--- src/rtl/pipe_ctrl_pkg.sv ---
// Shared types and constants for the pipeline control block.
package pipe_ctrl_pkg;

    typedef enum logic [1:0] {
        RUN       = 2'd0,
        LU_BUBBLE = 2'd1,
        MEM_WAIT  = 2'd2,
        HALT      = 2'd3
    } state_e;

    // Per-cycle enable/flush bundle driven to the pipeline registers.
    typedef struct packed {
        logic pc_write;
        logic if_id_write;
        logic pipe_en;
        logic if_id_flush;
        logic id_ex_flush;
        logic ex_mem_flush;
    } ctrl_t;

    // Free-running pipeline: everything loads, nothing flushes.
    localparam ctrl_t CTRL_DEFAULT = '{
        pc_write:     1'b1,
        if_id_write:  1'b1,
        pipe_en:      1'b1,
        if_id_flush:  1'b0,
        id_ex_flush:  1'b0,
        ex_mem_flush: 1'b0
    };

    // Whole pipeline frozen, no flushes.
    localparam ctrl_t CTRL_FREEZE = '{
        pc_write:     1'b0,
        if_id_write:  1'b0,
        pipe_en:      1'b0,
        if_id_flush:  1'b0,
        id_ex_flush:  1'b0,
        ex_mem_flush: 1'b0
    };

endpackage

--- src/rtl/sat_counter.sv ---
// Saturating up-counter with synchronous active-high reset.
module sat_counter #(
    parameter int unsigned W = 16
) (
    input  logic         clk,
    input  logic         rst,
    input  logic         inc,
    output logic [W-1:0] count
);

    logic [W-1:0] count_q;

    // Count up on inc, holding at all-ones instead of wrapping.
    always_ff @(posedge clk) begin
        if (rst) begin
            count_q <= '0;
        end else if (inc && (count_q != '1)) begin
            count_q <= count_q + W'(1);
        end
    end

    assign count = count_q;

endmodule

--- src/rtl/pipeline_ctrl.sv ---
// Stall/flush/halt controller for the 5-stage FemtoRV32 pipeline.
// Enables and flushes are combinational (Mealy) so they act in the request
// cycle; halted and bus_error are registered.
module pipeline_ctrl
    import pipe_ctrl_pkg::*;
#(
    parameter int unsigned MAX_WAIT = 15,
    parameter int unsigned CNT_W    = 16
) (
    input  logic             clk,
    input  logic             rst,
    input  logic             stall_req,
    input  logic             branch_taken_mem,
    input  logic             mem_busy,
    input  logic             halt_req,
    output logic             pc_write,
    output logic             if_id_write,
    output logic             pipe_en,
    output logic             if_id_flush,
    output logic             id_ex_flush,
    output logic             ex_mem_flush,
    output logic             halted,
    output logic             bus_error,
    output logic [CNT_W-1:0] stall_cycles,
    output logic [CNT_W-1:0] flush_count
);

    localparam int unsigned WAIT_W = $clog2(MAX_WAIT + 1);

    state_e              state_q, state_d;
    logic   [WAIT_W-1:0] wait_q, wait_d;
    logic                halted_q, halted_d;
    logic                bus_err_q, bus_err_d;
    ctrl_t               ctrl_c;
    logic                flush_inc_c;
    logic                stall_inc_c;

    // State, wait counter and sticky flags.
    always_ff @(posedge clk) begin
        if (rst) begin
            state_q   <= RUN;
            wait_q    <= '0;
            halted_q  <= 1'b0;
            bus_err_q <= 1'b0;
        end else begin
            state_q   <= state_d;
            wait_q    <= wait_d;
            halted_q  <= halted_d;
            bus_err_q <= bus_err_d;
        end
    end

    // Request prioritisation: halt > mem wait > branch flush > load-use bubble.
    always_comb begin
        ctrl_c      = CTRL_DEFAULT;
        state_d     = RUN;
        wait_d      = '0;
        bus_err_d   = bus_err_q;
        flush_inc_c = 1'b0;

        if (state_q == HALT) begin
            ctrl_c  = CTRL_FREEZE;
            state_d = HALT;
        end else if (halt_req) begin
            ctrl_c  = CTRL_FREEZE;
            state_d = HALT;
        end else if (mem_busy) begin
            // A pending branch stays asserted while MEM is frozen, so it is
            // picked up on the first cycle mem_busy drops.
            ctrl_c  = CTRL_FREEZE;
            state_d = MEM_WAIT;
            wait_d  = wait_q + WAIT_W'(1);
            if (wait_q == WAIT_W'(MAX_WAIT - 1)) begin
                bus_err_d = 1'b1;
                state_d   = HALT;
            end
        end else if (branch_taken_mem) begin
            ctrl_c.if_id_flush  = 1'b1;
            ctrl_c.id_ex_flush  = 1'b1;
            ctrl_c.ex_mem_flush = 1'b1;
            flush_inc_c         = 1'b1;
        end else if (stall_req && (state_q != LU_BUBBLE)) begin
            // The bubble state masks stall_req so a bubble is never doubled.
            ctrl_c.pc_write    = 1'b0;
            ctrl_c.if_id_write = 1'b0;
            ctrl_c.id_ex_flush = 1'b1;
            state_d            = LU_BUBBLE;
        end

        // Reset forces the free-running defaults regardless of state.
        if (rst) begin
            ctrl_c      = CTRL_DEFAULT;
            flush_inc_c = 1'b0;
        end

        halted_d    = (state_d == HALT);
        stall_inc_c = !rst && (state_q != HALT) && !ctrl_c.pc_write;
    end

    sat_counter #(.W(CNT_W)) u_stall_cnt (
        .clk   (clk),
        .rst   (rst),
        .inc   (stall_inc_c),
        .count (stall_cycles)
    );

    sat_counter #(.W(CNT_W)) u_flush_cnt (
        .clk   (clk),
        .rst   (rst),
        .inc   (flush_inc_c),
        .count (flush_count)
    );

    assign pc_write     = ctrl_c.pc_write;
    assign if_id_write  = ctrl_c.if_id_write;
    assign pipe_en      = ctrl_c.pipe_en;
    assign if_id_flush  = ctrl_c.if_id_flush;
    assign id_ex_flush  = ctrl_c.id_ex_flush;
    assign ex_mem_flush = ctrl_c.ex_mem_flush;
    assign halted       = halted_q;
    assign bus_error    = bus_err_q;

endmodule

--- config.mk ---
export PLATFORM = sky130hd
export DESIGN_NAME = pipeline_ctrl
export DESIGN_NICKNAME = d
export VERILOG_FILES = /design/src/rtl/pipe_ctrl_pkg.sv /design/src/rtl/sat_counter.sv /design/src/rtl/pipeline_ctrl.sv
export SDC_FILE = /design/constraint.sdc
export NUM_CORES = 1
export LEC_CHECK = 0
export ABC_AREA = 1
export BUFFER_PORTS_ARGS = -buffer_cell sky130_fd_sc_hd__buf_2
export CORE_MARGIN = 4
export CORE_UTILIZATION = 30
export CTS_CLUSTER_DIAMETER = 120
export DETAILED_ROUTE_END_ITERATION = 10
export HOLD_SLACK_MARGIN = 0.15
export PLACE_DENSITY = 0.52
export SETUP_SLACK_MARGIN = 0.05
export SYNTH_ARGS = -nofsm -noshare
export SYNTH_HDL_FRONTEND = slang
export SYNTH_HIERARCHICAL = 1
export SYNTH_SLANG_ARGS = --single-unit
--- constraint.sdc ---
create_clock -name clk -period 1.85 [get_ports clk]
set_input_delay 0.2775 -clock clk [delete_from_list [all_inputs] [get_ports clk]]
set_output_delay 0.2775 -clock clk [all_outputs]
set_load 0.01 [all_outputs]
==> results of run 1 <==
[critical path: cells and delay by family (launching register included)]
| kind | cells | cell delay [ps] |
|---|---|---|
| compound gates | 1 | 150 |
| flops | 1 | 340 |
| simple gates | 8 | 830 |
| buf+inv | 2 | 210 |
[layout make-up]
class	count	area share (%)
repair buffers	50	9.79
inverters	31	4.34
flip-flops and latches	40	29.9
well taps	99	4.62
clock buffers	5	2.56
multi-input cells	278	48.8
[where the power goes]
part	switching [W]	total [W]	internal, W
Sequential	0.0000122	0.000886	0.000874
Clock	0.000293	0.000537	0.000244
Combinational	0.0000799	0.000131	0.0000511
[metal layers]
metal	vias to the layer above	global-route usage, %
met5	-	0
met4	0	4.45
met3	6	3.27
met2	40	21.0
met1	994	16.1
li1	1207	-
[per-stage QoR]
stage	utilization (%)	total power, W	hold WS [ps]	worst slack, ps
5_1_grt	36.8	0.00164	212	58.1
4_1_cts	36.5	0.00158	213	178
6_report	36.8	0.00155	217	230
2_1_floorplan	-	0.000992	340	204
3_3_place_gp	35.6	0.00103	450	112
3_5_place_dp	35.6	0.00103	451	105
[flip-flops by register name, summed over array words and instances, names as in the netlist]
| signal | cells |
|---|---|
| wait_q | 4 |
| halted | 1 |
| u_stall_cnt/count | 16 |
| bus_error | 1 |
| u_flush_cnt/count | 16 |
| state_q | 2 |
[what timing repair did]
item | in CTS | in global routing
endpoints found under the setup margin | 0 | 3
buffers inserted | 0 | 2
resized for setup | 0 | 4
[Yosys cell counts (all sizes together)]
library cell / number
a21boi: 1
dfxtp: 40
nand2: 109
nor3: 2
inv: 31
buf: 4
xnor2: 1
nand3: 27
nor2: 105
clkbuf: 2
nand4: 8
o21bai: 1
or2: 2
a21oi: 17
ha: 4
o21ai: 1
[worst paths after layout]
check | end | cells past startpoint | slack (ps)
worst min-delay path | bus_error | 2 | 220
worst max-delay path | u_stall_cnt/count[13] | 11 | 230
worst min register to register | bus_error | 2 | 460
worst max register to register | u_stall_cnt/count[13] | 11 | 230
[cells by family (layout without fill, tap and decap cells)]
group | Yosys count | count (layout)
flip-flops | 40 | 40
adder cells (fa/ha/maj) | 4 | 4
AO/OA/AOI/OAI | 20 | 20
buffers and inverters | 37 | 86
XOR/XNOR | 1 | 1
AND/OR/NAND/NOR | 253 | 253
==> summary.md, run 1 <==
| Metric | Value |
|---|---|
| Pleak | `1.22 nW` |
| Wirelength per Cell | `10.7 microns` |
| Most area-hungry cell type in the Yosys netlist | `dfxtp_1` |
| Total global-route track usage | `between 10% and 20%` |
| Simple-Gate Fraction of Synth Area | `50.2%` |
| Final setup viols | `0` |
| Arrival @ worst endpoint | `1810 ps` |
| Number of hold buffers added after cts | `0` |
| CP max-delay cell | `dfxtp_2` |
| Met2 wire len | `about 2600 microns` |
| RSZ-0062 raised after global routing | `no` |
| Wire length on met3 | `253 microns` |
| CP max FO | `7` |
| TritonRoute pass-1 iters | `4` |
| Status | `completed` |
| Critical path cell sequence | `inv_1 -> nand2_1 -> nand3_1 -> a21boi_1 -> buf_4 -> nand3_1 -> or2_0 -> nor2_1 -> nand3_1 -> nand2_1 -> nor2_1` |
| Synth cell types | `22` |
| Die ar. | `8990 sq um` |
| Slew Limit Fails | `0` |
| Largest net degree at the start of global routing | `17` |
| Vias | `2,247` |
| Clk buf depth | `2` |
| Fraction of layout cells with a size suffix above 1 | `22.5%` |
| Die W | `around 95 microns` |
| Total Wirelength | `5360 microns` |
| # IOs | `46` |
| Clock Latency Late Sink | `290 ps` |
| Fillers | `roughly 860` |
| Vias in the first global route | `~2k` |
| Slew margin rel. | `64.2%` |
| Drt via density | `4.47` |
| CP dominant cell by count | `nand3_1` |
| Commonest non-fill, non-tap cell in the layout | `nand2_1` |
| Top cell type's share of synthesized area | `between 30% and 40%` |
| Maximum vdd drop | `268 uV` |
| I/O Buffers | `45` |
| Crit Reg-Reg Startpoint | `state_q[1]` |
| Area grow syn2layout | `18.7%` |
| Clock Skew | `between 9 and 10 ps` |
| Total negative setup slack | `0 ps` |
| Worst Setup End Kind | `flop` |
| FF+latch count, synth | `40` |
| Main combinational cell family by area after synthesis | `simple AND/OR/NAND/NOR gates` |
| Crit Path Class | `flop to flop` |
| Top layer in use | `met4` |
| Mux cell area share after synthesis | `0%` |
| CTS tree | `yes` |
| Number of core rows | `31` |
| Core area | `7290 sq um` |
| Max frequency | `0.617 GHz` |
| Count of non-filler cells in the finished layout | `503` |
| Critical Path Start | `state_q[1]` |
| Mean post-synth cell area | `6.37 sq um` |
| Placer Congestion | `0.814` |
| Max incr delay on CP | `340 ps` |
| GRT overflow | `0` |
| Synth Area in XOR/XNOR | `0.387%` |
| Cell Area, Placed | `2590 sq um` |
| PD cells | `579 nW/um^2` |
| Initial antenna violation count | `0` |
| Initial Util | `31.0%` |
| Register area | `803 sq um` |
| Placed cell count | `between 400 and 500` |
| Max-cap violations | `0` |
| # diodes | `0` |
| Fin area | `2680 sq um` |
| Minimum clock period | `1620 ps` |
| Post-Route M1 WL | `2450 microns` |
| Post-layout net count | `416` |
| Root Driver | `clkbuf_8` |
| Adder-Cell Fraction of Synth Area | `about 2.2%` |
| Synth top area cells | `dfxtp_1 (35%), nand2_1 (17%), nor2_1 (13%), nand3_1 (6.0%), nor2_2 (5.5%)` |
| Synth Instances | `355` |
| TritonCTS Buffers | `5` |
| Area of the multi-input gates | `roughly 1300 sq um` |
| Most frequent cells in the layout | `nand2_1 (103), nor2_1 (78), buf_2 (45)` |
| Clock slew seen by the registers of the worst setup and hold paths | `80 ps` |
| H-tree Lvls | `2` |
| Crit path launch type | `flop` |
| HP Class | `input pin to flop` |
| Die Y | `94.8 microns` |
| Post-synthesis cell area | `~2300 sq um` |
| Post-DP HPWL | `4080 microns` |
| Initial DRC count | `56` |
| Synth Area in Compound Gates | `about 4.8%` |
| Period utilisation layout | `87.6%` |
| Worst Tran Pin Value | `roughly 540 ps` |
| Data required, critical path | `2040 ps` |
| CTS sink cnt | `40` |
| Synthesized Nets | `365` |
| Post-synthesis sequential area ratio | `~35%` |
| DR DRC count | `0` |
| Final hold vios | `0` |
| Hold_sp | `rst` |
| Ys Warns | `6` |
| First-pass GRT wire length | `9160 microns` |
| Detail Route Antenna Nets | `0` |
Power figures use the tool's default switching activity.
==> inputs of run 2 (changes only) <==
--- a/config.mk
+++ b/config.mk
@@ -5,7 +5,7 @@
 export SDC_FILE = /design/constraint.sdc
 export NUM_CORES = 1
 export LEC_CHECK = 0
-export ABC_AREA = 1
+export ABC_AREA = 0
 export BUFFER_PORTS_ARGS = -buffer_cell sky130_fd_sc_hd__buf_2
 export CORE_MARGIN = 4
 export CORE_UTILIZATION = 30
==> run 2 against run 1 <==
Net effect: global-route usage grew 0.20 points; sequential share of layout area down 2.3 points; non-clock buffer count rose by 44; setup slack worse by 93 ps; die area shrank 6.4%; count of clock-buffer cells in the layout is 1 higher; critical path depth decreased by 7; worst hold slack improved by 120 ps; highest routed layer unchanged; largest cell class unchanged; area after synthesis down 7.0%.
==> summary.md, run 2 <==
| Metric | Value |
|---|---|
| H-tree Lvls | `2 (unchanged)` |
| HP Class | `input pin to flop` |
| Clk buf depth | `2 (unchanged)` |
| Clock Latency Late Sink | `290 ps (about the same)` |
| Final WS setup | `137 ps (-93.4 ps)` |
| Initial DRC count | `69 (+23%)` |
| Dpl ws | `-76.5 ps (-181 ps)` |
| Clock Skew | `3.70 ps (-5.44 ps)` |
| Critical path cell sequence | `nand2_2 -> or4_1 -> or4_1 -> a21oi_1` |
| Critical path destination | `u_stall_cnt/count[15]` |
| Top cell type's share of synthesized area | `38.1% (+2.7 points)` |
| TritonCTS Buffers | `5 (unchanged)` |
| FF-to-FF End | `u_stall_cnt/count[15]` |
| Die ar. | `8410 sq um (-6.4%)` |
| Ys Warns | `6 (unchanged)` |
| CP max FO | `7 (unchanged)` |
| # IOs | `46 (unchanged)` |
| Die W | `91.7 microns (-3.3%)` |
| Total global-route track usage | `13.0% (+0.20 points)` |
| # diodes | `0 (unchanged)` |
| First-pass GRT wire length | `9250 microns (+1.0%)` |
| TritonRoute pass-1 iters | `4 (unchanged)` |
| Worst reg2reg setup slack | `140 ps (-90 ps)` |
| CTS sink cnt | `40 (unchanged)` |
| Arrival @ worst endpoint | `1930 ps (+120 ps)` |
| Total Wirelength | `5430 microns (+1.3%)` |
| DR DRC count | `0 (unchanged)` |
| Synth top cells by count | `dfxtp_1 (40), a21oi_1 (23), nor2_1 (21)` |
| Final hold vios | `0 (unchanged)` |
| Top-count cell post-synth | `dfxtp_1` |
| Post-DP HPWL | `4000 microns (-2.1%)` |
| Top_reg_cell synth | `dfxtp_1` |
| Synthesized Nets | `254 (-30%)` |
| Detail Route Antenna Nets | `0 (unchanged)` |
| Synth cell types | `40 (+82%)` |
| Post-synth EDFFs | `0 (unchanged)` |
| Mean post-synth cell area | `8.61 sq um (+35%)` |
| CP max-delay cell | `or4_1` |
| Root Driver | `clkbuf_8` |
| Most frequent cells in the layout | `buf_4 (48), buf_2 (45), dfxtp_1 (33)` |
| Worst Setup End Kind | `flop` |
| Initial Util | `30.9% (-0.066 points)` |
| Pleak | `1.21 nW (-0.73%)` |
| Period utilisation layout | `92.6% (+5.0 points)` |
| Fillers | `675 (-21%)` |
| Minimum clock period | `1710 ps (+93.4 ps)` |
| Data required, critical path | `2070 ps (+30 ps)` |
| Crit path launch type | `flop` |
| Commonest non-fill, non-tap cell in the layout | `buf_4` |
| Cell Area, Placed | `2750 sq um (+6.0%)` |
| Core area | `6790 sq um (-6.8%)` |
| CTS tree | `yes` |
| Max frequency | `0.584 GHz (-5.4%)` |
| Maximum vdd drop | `240 uV (-10%)` |
| Post-synth ARST share | `0% (unchanged)` |
| Post-synthesis cell area | `2100 sq um (-7.0%)` |
| Vias | `2,176 (-3.2%)` |
| Initial antenna violation count | `0 (unchanged)` |
| Slew Limit Fails | `0 (unchanged)` |
| PD cells | `548 nW/um^2 (-5.4%)` |
| I/O Buffers | `45 (unchanged)` |
| RSZ-0062 raised after global routing | `yes` |
| Max-cap violations | `0 (unchanged)` |
| Die Y | `91.7 microns (-3.3%)` |
| Synth Instances | `244 (-31%)` |
| Placer Congestion | `0.816 (+0.26%)` |
| Largest net degree at the start of global routing | `24 (+7)` |
| Vias in the first global route | `2,017 (+0.15%)` |
| Post-layout net count | `344 (-17%)` |
| Number of core rows | `30 (-3.2%)` |
| Slew margin rel. | `73.6% (+9.4 points)` |
| CP dominant cell by count | `or4_1` |
| Critical Path Start | `u_stall_cnt/count[9]` |
| Fraction of layout cells with a size suffix above 1 | `40.0% (+17 points)` |
| Drt via density | `5.05 (+13%)` |
| Synth top area cells | `dfxtp_1 (38%), a21oi_1 (5.5%), or4_1 (5.0%), o31ai_1 (4.3%), nor2_1 (3.8%)` |
| Final setup viols | `0 (unchanged)` |
| Crit Path Class | `flop to flop` |
| Clock slew seen by the registers of the worst setup and hold paths | `80 ps (about the same)` |
| Worst Tran Pin Value | `391 ps (-145 ps)` |
| Post-synthesis sequential area ratio | `38.1% (+2.7 points)` |
| Area grow syn2layout | `39.5%` |
| FF+latch count, synth | `40 (unchanged)` |
| Max incr delay on CP | `530 ps (+190 ps)` |
| Fin area | `2930 sq um (+9.2%)` |
| Total negative setup slack | `0 ps (unchanged)` |
| Path depth of the worst reg2reg path | `4 (-7)` |
| GRT overflow | `0 (unchanged)` |
| Crit Reg-Reg Startpoint | `u_stall_cnt/count[9]` |
| Most area-hungry cell type in the Yosys netlist | `dfxtp_1` |
| Status | `completed` |
| Wirelength per Cell | `12.6 microns (+18%)` |
run 2: cell types whose count changed in the layout (fill, tap and decap cells not counted), sizes merged, moves of 12 or more:
cell,change
nor2,-84
buf,+44
nand3,-14
o31ai,+12
inv,-22
nand2,-93
or4,+14
run 2: routing by layer:
layer / global-route usage, % / part of all wire [%]
met1: 18.0 / 51
met2: 20.1 / 44
met3: 3.36 / 4.6
met4: 2.97 / 0.42
met5: 0 / 0
run 2: worst min-delay path by stage:
stage	from	endpoint	slack [ps]	depth (start not counted)
2_1_floorplan	wait_q[0]	wait_q[0]	430	1
3_3_place_gp	wait_q[0]	wait_q[0]	450	1
3_5_place_dp	bus_error	bus_error	460	2
4_1_cts	mem_busy	state_q[0]	320	3
5_1_grt	mem_busy	state_q[0]	350	3
6_report	mem_busy	state_q[0]	340	3
run 2: cell families after synthesis:
kind of cell | Yosys count | share of synthesized area [%]
DFF | 40 | 38.1
muxes | 4 | 2.02
xor gates and xnor gates | 6 | 2.50
adders and majority gates | 4 | 2.38
AOI/OAI and AO/OA | 56 | 16.7
and+or+nand+nor | 114 | 34.2
buffers and inverters | 20 | 4.11
run 2: what timing repair did:
action	in CTS	in global routing
setup buffers	0	4
gates resized for setup	0	22
endpoints found under the hold margin	0	0
endpoints found under the setup margin	0	26
hold buffers	0	0
run 2: cell type report:
type	instances	area [sq um]	area share, %
multi-input combinational	184	1280	43.6
sequential	40	810	27.6
timing repair buffer	94	597	20.4
tap	96	120	4.10
clock buffer	6	82.6	2.82
inverter	9	33.8	1.15
clock inverter	2	10.0	0.341
run 2: worst max-delay path, delay by kind of cell, from the launching register on:
kind,cells,cell delay [ps]
flops,1,410
compound gates,1,150
simple gates,3,1080
run 2: where the power goes:
group | leakage, nW | internal [W] | switching [W]
logic | 0.829 | 0.0000552 | 0.0000653
registers | 0.326 | 0.000871 | 0.0000106
clock network | 0.0510 | 0.000298 | 0.000306
total | 1.21 | 0.00122 | 0.000382
run 2: per-stage QoR:
step | cells | hold slack (ps) | total power, W | utilization (%)
global placement | 419 | 449 | 0.00102 | 40.4
floorplan | 244 | 430 | 0.000964 | -
detailed placement | 419 | 456 | 0.00102 | 40.4
global route | 431 | 350 | 0.00168 | 43.1
finish | 431 | 337 | 0.00161 | 43.1
CTS | 427 | 323 | 0.00164 | 41.8
